==> src/rtl/calc_pkg.sv <==
// Shared types and constants for the signed binary to sign+BCD converter.
// Optional feature macro used by the converter top: BCD_LZ_BLANK_EN.
package calc_pkg;

  typedef enum logic [1:0] {
    IDLE  = 2'd0,
    ABS   = 2'd1,
    SHIFT = 2'd2,
    DONE  = 2'd3
  } conv_state_t;

  localparam int          BCD_DIGIT_W = 4;
  localparam logic [3:0]  BCD_BLANK   = 4'hF;

endpackage

==> src/rtl/bcd_add3_digit.sv <==
// One BCD digit correction step for shift-add-3: digits of 5 or more get 3 added
// so the following left shift carries correctly into the next digit.
module bcd_add3_digit
  import calc_pkg::*;
(
  input  logic [BCD_DIGIT_W-1:0] digit_in,
  output logic [BCD_DIGIT_W-1:0] digit_out
);

  localparam logic [BCD_DIGIT_W-1:0] FIVE  = BCD_DIGIT_W'(5);
  localparam logic [BCD_DIGIT_W-1:0] THREE = BCD_DIGIT_W'(3);

  assign digit_out = (digit_in >= FIVE) ? (digit_in + THREE) : digit_in;

endmodule

==> src/rtl/signed_bcd_converter.sv <==
// Sequential two's-complement to sign + BCD converter, one magnitude bit per clock.
// Define BCD_LZ_BLANK_EN to replace leading zero digits (above the ones digit) with the blank code.
//
// state | meaning
// IDLE  | in_ready high, waiting for an operand
// ABS   | form unsigned magnitude, clear BCD accumulator
// SHIFT | IN_W add-3/shift iterations
// DONE  | result held on out_* until out_ready
module signed_bcd_converter
  import calc_pkg::*;
#(
  parameter int IN_W       = 8,
  parameter int BCD_DIGITS = 3
) (
  input  logic                            clk,
  input  logic                            rst_n,
  input  logic                            in_valid,
  output logic                            in_ready,
  input  logic [IN_W-1:0]                 in_data,
  output logic                            out_valid,
  input  logic                            out_ready,
  output logic                            out_sign,
  output logic [BCD_DIGIT_W*BCD_DIGITS-1:0] out_bcd
);

  localparam int ACC_W = BCD_DIGIT_W * BCD_DIGITS;
  localparam int CNT_W = (IN_W > 1) ? $clog2(IN_W) : 1;
  localparam logic [IN_W-1:0]  MAG_ONE  = IN_W'(1);
  localparam logic [CNT_W-1:0] CNT_LAST = CNT_W'(IN_W - 1);
  localparam logic [CNT_W-1:0] CNT_ONE  = CNT_W'(1);

  conv_state_t state_q, state_d;

  logic [IN_W-1:0]  data_q;
  logic             sign_q;
  logic [IN_W-1:0]  mag_q;
  logic [ACC_W-1:0] acc_q;
  logic [CNT_W-1:0] bit_cnt_q;
  logic             out_sign_q;
  logic [ACC_W-1:0] out_bcd_q;

  logic [ACC_W-1:0]      acc_adj;
  logic [ACC_W+IN_W-1:0] shift_w;
  logic [ACC_W-1:0]      acc_next;
  logic [IN_W-1:0]       mag_next;
  logic [ACC_W-1:0]      acc_disp;

  for (genvar g = 0; g < BCD_DIGITS; g++) begin : g_add3
    bcd_add3_digit u_add3 (
      .digit_in  (acc_q[g*BCD_DIGIT_W +: BCD_DIGIT_W]),
      .digit_out (acc_adj[g*BCD_DIGIT_W +: BCD_DIGIT_W])
    );
  end

  assign shift_w  = {acc_adj, mag_q} << 1;
  assign acc_next = shift_w[ACC_W+IN_W-1:IN_W];
  assign mag_next = shift_w[IN_W-1:0];

`ifdef BCD_LZ_BLANK_EN
  // Blank from the most significant digit down until the first nonzero digit.
  always_comb begin
    logic lead;
    lead     = 1'b1;
    acc_disp = acc_next;
    for (int d = BCD_DIGITS - 1; d >= 1; d--) begin
      if (lead && (acc_next[d*BCD_DIGIT_W +: BCD_DIGIT_W] == '0)) begin
        acc_disp[d*BCD_DIGIT_W +: BCD_DIGIT_W] = BCD_BLANK;
      end else begin
        lead = 1'b0;
      end
    end
  end
`else
  assign acc_disp = acc_next;
`endif

  always_ff @(posedge clk or negedge rst_n) begin
    if (!rst_n) begin
      state_q <= IDLE;
    end else begin
      state_q <= state_d;
    end
  end

  always_comb begin
    state_d = state_q;
    case (state_q)
      IDLE:  if (in_valid) state_d = ABS;
      ABS:   state_d = SHIFT;
      SHIFT: if (bit_cnt_q == '0) state_d = DONE;
      DONE:  if (out_ready) state_d = IDLE;
      default: state_d = IDLE;
    endcase
  end

  always_ff @(posedge clk or negedge rst_n) begin
    if (!rst_n) begin
      data_q     <= '0;
      sign_q     <= 1'b0;
      mag_q      <= '0;
      acc_q      <= '0;
      bit_cnt_q  <= '0;
      out_sign_q <= 1'b0;
      out_bcd_q  <= '0;
    end else begin
      case (state_q)
        IDLE: begin
          if (in_valid) begin
            data_q <= in_data;
            sign_q <= in_data[IN_W-1];
          end
        end
        ABS: begin
          // The most negative value maps to 2^(IN_W-1), which still fits unsigned.
          mag_q     <= sign_q ? (~data_q + MAG_ONE) : data_q;
          acc_q     <= '0;
          bit_cnt_q <= CNT_LAST;
        end
        SHIFT: begin
          acc_q     <= acc_next;
          mag_q     <= mag_next;
          bit_cnt_q <= bit_cnt_q - CNT_ONE;
          if (bit_cnt_q == '0) begin
            out_bcd_q  <= acc_disp;
            out_sign_q <= sign_q & (|acc_next);
          end
        end
        default: ;
      endcase
    end
  end

  assign in_ready  = (state_q == IDLE);
  assign out_valid = (state_q == DONE);
  assign out_sign  = out_sign_q;
  assign out_bcd   = out_bcd_q;

endmodule

==> config.mk <==
export PLATFORM = sky130hd
export DESIGN_NAME = signed_bcd_converter
export DESIGN_NICKNAME = d
export VERILOG_FILES = /design/src/rtl/calc_pkg.sv /design/src/rtl/bcd_add3_digit.sv /design/src/rtl/signed_bcd_converter.sv
export SDC_FILE = /design/constraint.sdc
export NUM_CORES = 1
export LEC_CHECK = 0
export CORE_AREA = 4 4 86 68
export DETAILED_ROUTE_END_ITERATION = 16
export DIE_AREA = 0 0 90 72
export PLACE_DENSITY_LB_ADDON = 0.08
export SLEW_MARGIN = 20
export SYNTH_ARGS = -nofsm -noshare
export SYNTH_HDL_FRONTEND = slang
export SYNTH_HIERARCHICAL = 1
export SYNTH_SLANG_ARGS = --single-unit
==> constraint.sdc <==
create_clock -name clk -period 2.4 [get_ports clk]
set_input_delay 0.36 -clock clk [delete_from_list [all_inputs] [get_ports clk]]
set_output_delay 0.36 -clock clk [all_outputs]
set_load 0.02 [all_outputs]
Word-level counts from Yosys, hierarchy flattened
Index checks and enable logic that the tools add are counted.
{"block": "totals", "reg_bits": 47, "latch_bits": 0, "ram_bits": 0, "mem_bits_ro": 0, "inputBits": 12, "out_inout_bits": 15, "wordCells": 42, "memories": 0}
{"block": "classes", "n_addsub": 5, "multipliers": 0, "n_div": 0, "magnitude_cmp": 3, "n_eq_ne": 6, "n_shift": 0, "muxes": 11, "bitwise_logic": 2, "n_reduce_logical": 7}
{"op": "$pmux 12 s2", "n": 1}
{"op": "$pmux 8 s2", "n": 1}
{"op": "$ge 4x3->1 const B", "n": 3}
{"op": "$reduce_or 12->1", "n": 1}
{"op": "$add 4x2->4 const B", "n": 2}
{"op": "$add 8x1->8 const B", "n": 1}
{"op": "$mux 4", "n": 2}
{"op": "$mux 8", "n": 1}
{"op": "$not 8->8", "n": 1}
{"op": "$pmux 2 s4", "n": 1}
{"op": "$mux 2", "n": 3}
{"op": "$pmux 3 s2", "n": 1}
{"op": "$eq 2x2->1 const B", "n": 2}
{"op": "$ne 2x2->1 const B", "n": 2}
{"op": "$reduce_and 2->1", "n": 2}
{"op": "$add 3x2->3 const B", "n": 1}
{"op": "$logic_not 3->1", "n": 1}
{"op": "$mux 3", "n": 1}
{"op": "$reduce_and 3->1", "n": 1}
{"op": "$sub 3x1->3 const B", "n": 1}
{"op": "$eq 2x1->1 const B", "n": 1}
{"op": "$logic_not 2->1", "n": 1}
{"op": "$ne 2x1->1 const B", "n": 1}
{"op": "$reduce_bool 2->1", "n": 1}
{"op": "$and 1x1->1", "n": 1}

Logic depth before layout (Yosys ltp)
Gate-level depths: netlist of the first run.
{"block": "logic_depth", "depth_word": 4, "ltp_mapped": 9, "depth_no_buf": 9}

By module
Netlist of the first run, hierarchy kept.
{"mod": "signed_bcd_converter", "instances": 1, "cells_each": 194, "area_each_um2": 2139.6, "seq_area_each_um2": 1151.1}
{"mod": "bcd_add3_digit", "instances": 3, "cells_each": 16, "area_each_um2": 101.3, "seq_area_each_um2": 0.0}

Worst setup path before layout of the first run
No wires, ideal clock.
{"block": "synth_timing", "kind": "register to register", "start": "register acc_q[8]", "end": "register out_sign_q (netlist: out_sign)", "arrival_ps": 1514, "required_time_ps": 2270, "slack_ps": 756, "path_stages_with_launch": 9, "cell_sequence": "dfrtp_1 -> ha_1 -> nand2b_1 -> a21oi_2 -> mux2i_1 -> nor4_1 -> nand3_1 -> nand2_1 -> o21ai_0"}
{"block": "synth_via", "elab_chain_cells": 4, "elab_cells_between_ends": 5, "cone_classes": "1 x add/sub; 1 x order compare; 1 x mux; 1 x bitwise; 1 x reduce/logical"}
{"item": "start: declaration", "line": "signed_bcd_converter.sv:37", "source": "logic [ACC_W-1:0] acc_q;"}
{"item": "start signal: assignment", "line": "signed_bcd_converter.sv:120", "source": "acc_q <= acc_next;"}
{"item": "$ge 4x3->1 / $add 3x2->3 (equally long branches)", "line": "bcd_add3_digit.sv:13", "source": "assign digit_out = (digit_in >= FIVE) ? (digit_in + THREE) : digit_in;"}
{"item": "$mux 3 (*)", "line": "bcd_add3_digit.sv:13"}
{"item": "net acc_adj[9]", "line": "signed_bcd_converter.sv:42", "source": "logic [ACC_W-1:0] acc_adj;"}
{"item": "$reduce_or 12->1 (*)", "line": "signed_bcd_converter.sv:125", "source": "out_sign_q <= sign_q & (|acc_next);"}
{"item": "$and 1x1->1 (*)", "line": "signed_bcd_converter.sv:125"}
{"item": "end signal: assignment", "line": "signed_bcd_converter.sv:125"}
{"item": "end: declaration", "line": "signed_bcd_converter.sv:39", "source": "logic out_sign_q;"}
Mark *: on every way through the listed nets, which the timed path passes. The rest lies on a longest branch.
A chain may end at the register's enable or synchronous reset.

Final worst setup path of the first run
{"block": "layout_timing", "start": "register acc_q[0]", "end": "register out_sign_q (netlist: out_sign)"}
{"block": "layout_via", "elab_chain_cells": 4, "elab_cells_between_ends": 5, "cone_classes": "1 x add/sub; 1 x order compare; 1 x mux; 1 x bitwise; 1 x reduce/logical"}
{"item": "$add 4x2->4 / $ge 4x3->1 (equally long branches)", "line": "bcd_add3_digit.sv:13"}
{"item": "$mux 4 (*)", "line": "bcd_add3_digit.sv:13"}
{"item": "net acc_adj[1]", "line": "signed_bcd_converter.sv:42"}
{"item": "$reduce_or 12->1 (*)", "line": "signed_bcd_converter.sv:125"}
{"item": "$and 1x1->1 (*)", "line": "signed_bcd_converter.sv:125"}
Marks and branches as above.

==> flow_summary.yaml, run 1 <==
run_status:
  status: "finished clean"
logic_synthesis:
  synth_warnings: 6
  synth_area_um2: 2420
  synthCells: 238
  synth_area_per_cell_um2: 10.2
  synthesis.nets: 263
layout:
  diodes: 0
  multiInputGateArea_um2: 1120
  regArea_um2: 1150
  instances_no_fill: 327
  nNetsFinal: 290
  drive_above_1_share_pct: 15.5
  area_growth_pct: 17.8
  n_fill_cell: 451
critical_path:
  critPathMaxFanout: 5
  crit_chain: "ha_1, nand2b_1, a21oi_2, mux2i_1, nor4_1, nand3_1, nand2_1, o21ai_0"
  cpMaxStageDelayCell: "dfrtp_1"
  worstPathArrival_ns: 2.14
  end_kind: "flip-flop"
  critPathMaxStageDelay_ns: 0.44
  worstReg2RegStart: "acc_q[0]"
  required_ns: 2.55
  crit_start: "acc_q[0]"
  critPathLaunchType: "flip-flop"
  critPathKind: "flip-flop to flip-flop"
timing:
  worst_pin_slew_ns: 0.805
  post-route-min-period_ns: 1.98
  worst_hold_slack_ns: 0.144
  rsz0062_at_grt: "false"
  period_share_pct: 82.7
  clock_skew_ns: 0.00941
  hold_viol: 0
  slew_violations: 0
  slew_headroom_pct: 46.3
  timing.fmax_ghz: 0.504
  setup_viol: 0
  fin_tns_setup_ns: 0
power:
  power_density_nw_per_um2: 1070
  vdd_drop_max_v: 0.000536
  p_leak_nw: 1.28
place:
  place_inst: 320
  place_congestion: 0.748
  dp_hpwl_um: 3090
  port_buffers: 26
clock_tree:
  clock-root-buffer: "clkbuf_8"
  cts-htree-levels: 2
  cts_resized: 0
  cts_buffers: 5
  worstSkewPairLatency_ns: 0.30
  cts_sinks: 46
  ctsHoldBuffers: 0
  cts.clk_slew.worst_paths_ns: 0.08
  cts_tree: "yes"
  post-cts-setup-buffers: 0
  cts_max_path_buffers: 2
routing:
  vias: 1676
  dr.pass1.iters: 4
  drtIter0Drc: 78
  wl_per_cell_um: 13.4
  routed_via_density: 5.13
  ant_nets: 0
  drc: 0
  wirelength_um: 4390
floorplanning:
  die_x_um: 90
  start_util_pct: 47.6
  ios: 27
  die_h_um: 72
  rows: 23
  die_area_um2: 6480
  core_um2: 5090
run:
  drv_cap: 0
grt:
  antenna_found_initial: 0
  grt_max_degree: 47
  grt_pass1_wl_um: 7700
  globalRouteTotalUtil_pct: 14.8
  grt_overflow_total: 0
  grt_pass1_vias: 1647
hold_path:
  min-delay-path-class: "input pin to async pin"
## final timing paths
check | end | slack [ns] | cells past startpoint
worst min register to register | out_sign | 0.51 | 2
worst max register to register | out_sign | 0.42 | 8
worst min-delay path | acc_q[11] | 0.14 | 2
worst max-delay path | out_sign | 0.42 | 8
min in group clk | out_sign | 0.51 | 2
max in group asynchronous | mag_q[5] | 1.87 | 2
## power breakdown
| part | total (mW) | switching, mW | leakage, nW | internal, mW |
|---|---|---|---|---|
| Combinational | 1.29 | 0.709 | 0.627 | 0.582 |
| Sequential | 1.17 | 0.203 | 0.594 | 0.970 |
| Clock | 0.581 | 0.247 | 0.0573 | 0.333 |
| Total | 3.04 | 1.16 | 1.28 | 1.89 |
## layer usage
metal	vias up	share of wire [%]	global-route usage, %
met5	-	0	0
met4	0	1.4	5.94
met3	7	3.6	3.94
met2	26	45	23.1
met1	780	50	19.9
li1	863	-	-
## final cells by class
cell class / instances / area share [%]
inverter: 29 / 3.81
clock inverter: 1 / 1.05
clock buffer: 6 / 2.89
sequential: 46 / 40.3
multi-input combinational: 153 / 39.2
tap: 62 / 2.72
timing repair buffer: 30 / 10.0
## worst max-delay path: cells and delay by family (launching register included)
kind	cells	cell delay, ns
mux	1	0.14
fa+ha+maj	1	0.22
flops	1	0.44
compound gates	2	0.28
simple gates	4	0.75
## sequential cells by signal, summed over array words and instances (netlist names)
signal and flops:
acc_q 12, bit_cnt_q 3, data_q 8, mag_q 8
out_bcd 12, out_sign 1, state_q 2
## placed cells by master (no fill, tap or decap), drive strengths merged, types with 3 or more instances in the layout
cell	n
xnor2	5
a21oi	5
mux2i	4
clkbuf	6
a31oi	4
inv	29
nand2	19
ha	13
nor2b	3
clkdlybuf4s50	25
dfrtp	46
o21ai	22
nor4	3
nand4b	3
nand2b	8
buf	5
nor2	9
mux2	23
nand3	17
## stage by stage
stage / worst slack, ns / cell area, µm² / util, % / total power, mW
after floorplan: 0.758 / 2420 / - / 2.18
after global placement: 0.410 / 2740 / 53.8 / 2.46
after detailed placement: 0.439 / 2740 / 53.8 / 2.49
after CTS: 0.415 / 2850 / 56.0 / 3.08
after global routing: 0.204 / 2850 / 56.0 / 3.29
final: 0.415 / 2850 / 56.0 / 3.04
(Power assumes the default switching activity.)
==> run 2, diff against run 1 <==
Clock period 2.4 ns to 1.95 ns, I/O delays scaled along.
==> run 2 against run 1 <==
Core utilization increased by 0.59 points. First-iteration DRC count increased by 23%. Die area unchanged. Maximum frequency increased by 9.0%. Critical path depth unchanged. Cell count increased by 1.2%. Total power increased by 22%. Critical path type unchanged.
==> flow_summary.yaml, run 2 (synthesis gave the netlist of run 1 again) <==
grt:
  grt_max_degree: 51
  busiest_layer: "met2"
  met2_usage_pct: 23.7
  grt_pass1_wl_um: 8070
  globalRouteTotalUtil_pct: 15.3
  gr-usage-met1_pct: 21.7
  grt_pass1_vias: 1749
  antenna_found_initial: 0
  grt_overflow_total: 0
  met3_usage_pct: 3.32
routing:
  wirelength_um: 4470
  drtIter0Drc: 96
  ant_nets: 0
  vias: 1731
  drc: 0
  routed_via_density: 5.23
  dr.pass1.iters: 4
  wl_per_cell_um: 13.5
run_status:
  status: "finished clean"
clock_tree:
  cts_max_path_buffers: 2
  worstSkewPairLatency_ns: 0.30
  cts.clk_slew.worst_paths_ns: 0.09
  cts_buffers: 5
  clock-root-buffer: "clkbuf_8"
  cts-htree-levels: 2
  cts_tree: "yes"
  ctsHoldBuffers: 0
  cts_sinks: 46
power:
  p_int_mw: 2.24
  p_switching_mw: 1.46
  vdd_drop_max_v: 0.000762
  seqPwrFrac_pct: 39.0
  p_leak_nw: 1.29
  power_frac_clock_pct: 16.2
  p_sw_share_pct: 39.5
  finalPower_mw: 3.70
  power_density_nw_per_um2: 1280
  p_comb_share_pct: 44.8
critical_path:
  worstPathArrival_ns: 2.00
  required_ns: 2.12
  regToRegSetupSlack_ns: 0.13
  critPathKind: "flip-flop to flip-flop"
  worstReg2RegStart: "acc_q[0]"
  r2r-end: "out_sign"
  end_kind: "flip-flop"
  r2r_cells: 8
  critPathLaunchType: "flip-flop"
  critPathMaxFanout: 5
timing:
  worst_pin_slew_ns: 0.591
  slew_headroom_pct: 60.6
  rsz0062_at_grt: "true"
  period_share_pct: 93.4
  post-route-min-period_ns: 1.82
  timing.fmax_ghz: 0.549
  hold_viol: 0
  clock_skew_ns: 0.00613
  worst_hold_slack_ns: 0.0804
  slew_violations: 0
  setup_viol: 0
layout:
  regArea_um2: 1150
  diodes: 0
  nNetsFinal: 293
  multiInputGateArea_um2: 1130
  area_growth_pct: 19.0
  final_cell_mix: "dfrtp_1, inv_1, clkdlybuf4s50_1, mux2_2"
  n_fill_cell: 452
  drive_above_1_share_pct: 17.5
  final_common_cell: "dfrtp_1"
run:
  drv_cap: 0
place:
  place_congestion: 0.791
  port_buffers: 26
  dp_hpwl_um: 3050
hold_path:
  min-delay-path-class: "input pin to async pin"
floorplanning:
  start_util_pct: 47.6
  die_h_um: 72
  ios: 27
  die_area_um2: 6480
  rows: 23
  core_um2: 5090
  die_x_um: 90
run 2: cell count changes in the layout (fill, tap and decap cells not counted), sizes merged:
cell	delta
clkbuf	+1
dlymetal6s2s	+1
buf	+3
bufinv	-1
clkdlybuf4s50	-1
clkinv	+1
run 2: critical path, stage by stage, from the launching register on:
cell and delay, ns:
dfrtp_1 0.44, ha_1 0.21, nand2b_1 0.16, a21oi_2 0.22, mux2i_2 0.13, nor4_2 0.29
nand3_1 0.11, nand2_1 0.08, o21ai_0 0.07
run 2: power groups by stage:
stage | combinational, mW | clock [mW] | sequential (mW)
global route | 1.90 | 0.663 | 1.49
finish | 1.66 | 0.600 | 1.45
CTS | 1.66 | 0.624 | 1.45
global placement | 1.64 | 0 | 1.45
floorplan | 1.31 | 0 | 1.37
detailed placement | 1.65 | 0 | 1.46
run 2: per-layer routing:
metal | part of all wire (%) | routed length [µm]
met3 | 3.5 | 155
met2 | 43 | 1950
met5 | 0 | 0
met4 | 1.1 | 48
met1 | 52 | 2320
run 2: worst max-delay path by stage:
stage / start / endpoint / slack (ns)
floorplan: acc_q[0] / out_sign / 0.31
global placement: acc_q[0] / out_sign / 0.04
detailed placement: acc_q[0] / out_sign / 0.03
CTS: state_q[0] / in_ready / 0.02
global route: acc_q[9] / out_sign / -0.0008
finish: acc_q[0] / out_sign / 0.13
run 2: layout make-up:
class / instances / share of cell area [%]
clock inverters: 1 / 0.174
well taps: 62 / 2.69
clock buffers: 7 / 2.99
flip-flops and latches: 46 / 39.9
inverters: 29 / 3.77
multi-input cells: 153 / 39.3
repair buffers: 33 / 11.2
run 2: what timing repair did:
action	in CTS	in global routing
gates resized for setup	0	4
hold endpoints to repair	0	0
setup endpoints to repair	0	2
buffers inserted	0	1
run 2: through the flow:
stage	setup slack, ns	area [µm²]	TNS [ns]	std cells	utilization [%]
floorplan	0.308	2420	0	238	-
global placement	0.0356	2770	0	322	54.4
detailed placement	0.0350	2770	0	322	54.4
CTS	0.0249	2860	0	330	56.2
global route	-0.000806	2880	-0.000806	331	56.6
finish	0.128	2880	0	331	56.6
==> run 3, diff against run 2 <==
Settings changed: GPL_ROUTABILITY_DRIVEN set to 1, RECOVER_POWER set to 50.
==> run 3 against run 2 <==
Combinational power fell by 5%. Global-route usage did not move. Clock skew rose by 0.0021 ns. Non-clock buffer count did not move. Final area fell by 0.61%. Sequential cell count did not move. Register-to-register slack barely moved. Core utilization fell by 0.34 points. Clock power barely moved. Sequential share of layout area rose by 0.24 points. Wire length fell by 0.29%. Count of clock-buffer cells in the layout did not move. Largest cell class unchanged. Highest routed layer unchanged.
==> flow_summary.yaml, run 3 (synthesis gave the netlist of run 1 again) <==
power:
  vdd_drop_max_v: 0.000692
  power_density_nw_per_um2: 1260
  p_leak_nw: 1.29
  finalPower_mw: 3.62
grt:
  grt_overflow_total: 0
  globalRouteTotalUtil_pct: 15.3
  grt_pass1_vias: 1749
  antenna_found_initial: 0
  grt_max_degree: 51
  grt_pass1_wl_um: 8070
layout:
  final_common_cell: "dfrtp_1"
  nNetsFinal: 293
  regArea_um2: 1150
  multiInputGateArea_um2: 1130
  drive_above_1_share_pct: 17.5
  area_growth_pct: 18.3
  diodes: 0
  final_cell_mix: "dfrtp_1, inv_1, clkdlybuf4s50_1, mux2_2"
  n_fill_cell: 455
critical_path:
  critPathMaxFanout: 5
  critical_path_buf_inv_count: 0
  crit_path_end: "out_sign"
  critPathMaxStageDelay_ns: 0.44
  crit_start: "acc_q[0]"
  worstPathArrival_ns: 2.00
  worstReg2RegStart: "acc_q[0]"
  end_kind: "flip-flop"
  r2r_cells: 8
  critPathLaunchType: "flip-flop"
  required_ns: 2.12
  crit_cells: 8
  cpMaxStageDelayCell: "dfrtp_1"
  regToRegSetupSlack_ns: 0.13
  r2r-end: "out_sign"
  crit_chain: "ha_1, nand2b_1, a21oi_2, mux2i_2, nor4_2, nand3_1, nand2_1, o21ai_0"
  cp_top_family: "simple AND/OR/NAND/NOR gates"
  critPathKind: "flip-flop to flip-flop"
routing:
  wl_met1_um: 2330
  wl_per_cell_um: 13.5
  wl_met2_um: 1940
  vias: 1730
  drc: 0
  top_layer: "met4"
  routed_via_density: 5.23
  ant_nets: 0
  dr.pass1.iters: 4
  drtIter0Drc: 104
  route.met3.wl_um: 141
  wirelength_um: 4460
clock_tree:
  cts_sinks: 46
  cts_max_path_buffers: 2
  worstSkewPairLatency_ns: 0.30
  cts-htree-levels: 2
  cts_tree: "yes"
  cts_buffers: 5
  clock-root-buffer: "clkbuf_8"
  cts.clk_slew.worst_paths_ns: 0.09
  ctsHoldBuffers: 0
timing:
  slew_violations: 0
  hold_viol: 0
  rsz0062_at_grt: "true"
  post-route-min-period_ns: 1.82
  period_share_pct: 93.5
  worst_slack_ns: 0.127
  setup_viol: 0
  clock_skew_ns: 0.00819
  worst_pin_slew_ns: 1.14
  timing.fmax_ghz: 0.549
  slew_headroom_pct: 23.8
floorplanning:
  start_util_pct: 47.6
  core_um2: 5090
  ios: 27
  rows: 23
  die_x_um: 90
  die_area_um2: 6480
  die_h_um: 72
hold_path:
  min-delay-path-class: "input pin to async pin"
place:
  pre_cts_slack_ns: 0.0350
  place_congestion: 0.791
  port_buffers: 26
  dp_hpwl_um: 3050
run:
  drv_cap: 0
run_status:
  status: "finished clean"
## run 3: worst min-delay path by stage
stage | slack, ns | startpoint | to | cells after the start
floorplan | -0.003 | rst_n | acc_q[0] | 0
global placement | 0.43 | rst_n | state_q[0] | 2
detailed placement | 0.43 | rst_n | state_q[1] | 2
CTS | 0.11 | rst_n | data_q[1] | 2
global route | 0.39 | rst_n | data_q[1] | 2
finish | 0.29 | rst_n | data_q[2] | 2
## run 3: worst reg2reg max path, cell delays in order (launching register included)
cell,delay (ns)
dfrtp_1,0.44
ha_1,0.21
nand2b_1,0.16
a21oi_2,0.22
mux2i_2,0.13
nor4_2,0.29
nand3_1,0.11
nand2_1,0.08
o21ai_0,0.07
## run 3: metal layers
layer  vias to the layer above  track usage [%]
li1                        869                -
met4                         0             5.09
met1                       831             21.7
met5                         -                0
met3                         7             3.32
met2                        23             23.7
## run 3: layout make-up
type | count | area share (%)
flip-flops and latches | 46 | 40.2
multi-input cells | 153 | 39.5
repair buffers | 33 | 10.7
inverters | 29 | 3.80
clock buffers | 7 | 3.01
well taps | 62 | 2.71
clock inverters | 1 | 0.175
## run 3: repair_timing
item / 4_1_cts / 5_1_grt
endpoints found under the setup margin: 0 / 2
gates resized for setup: 0 / 4
setup buffers: 0 / 1
## run 3: power by group
group	switching (mW)	total (mW)	internal, mW
sequential	0.252	1.45	1.19
clock	0.315	0.601	0.286
combinational	0.887	1.57	0.688
## run 3: through the flow
step                        TNS, ns  instance area [µm²]  hold WS, ns  util [%]  instances
after floorplan                   0                 2420     -0.00309         -        238
after CTS                         0                 2860        0.105      56.2        330
after detailed placement          0                 2770        0.425      54.4        322
after global placement            0                 2770        0.426      54.4        322
after global routing      -0.000806                 2870        0.392      56.3        331
final                             0                 2870        0.294      56.3        331
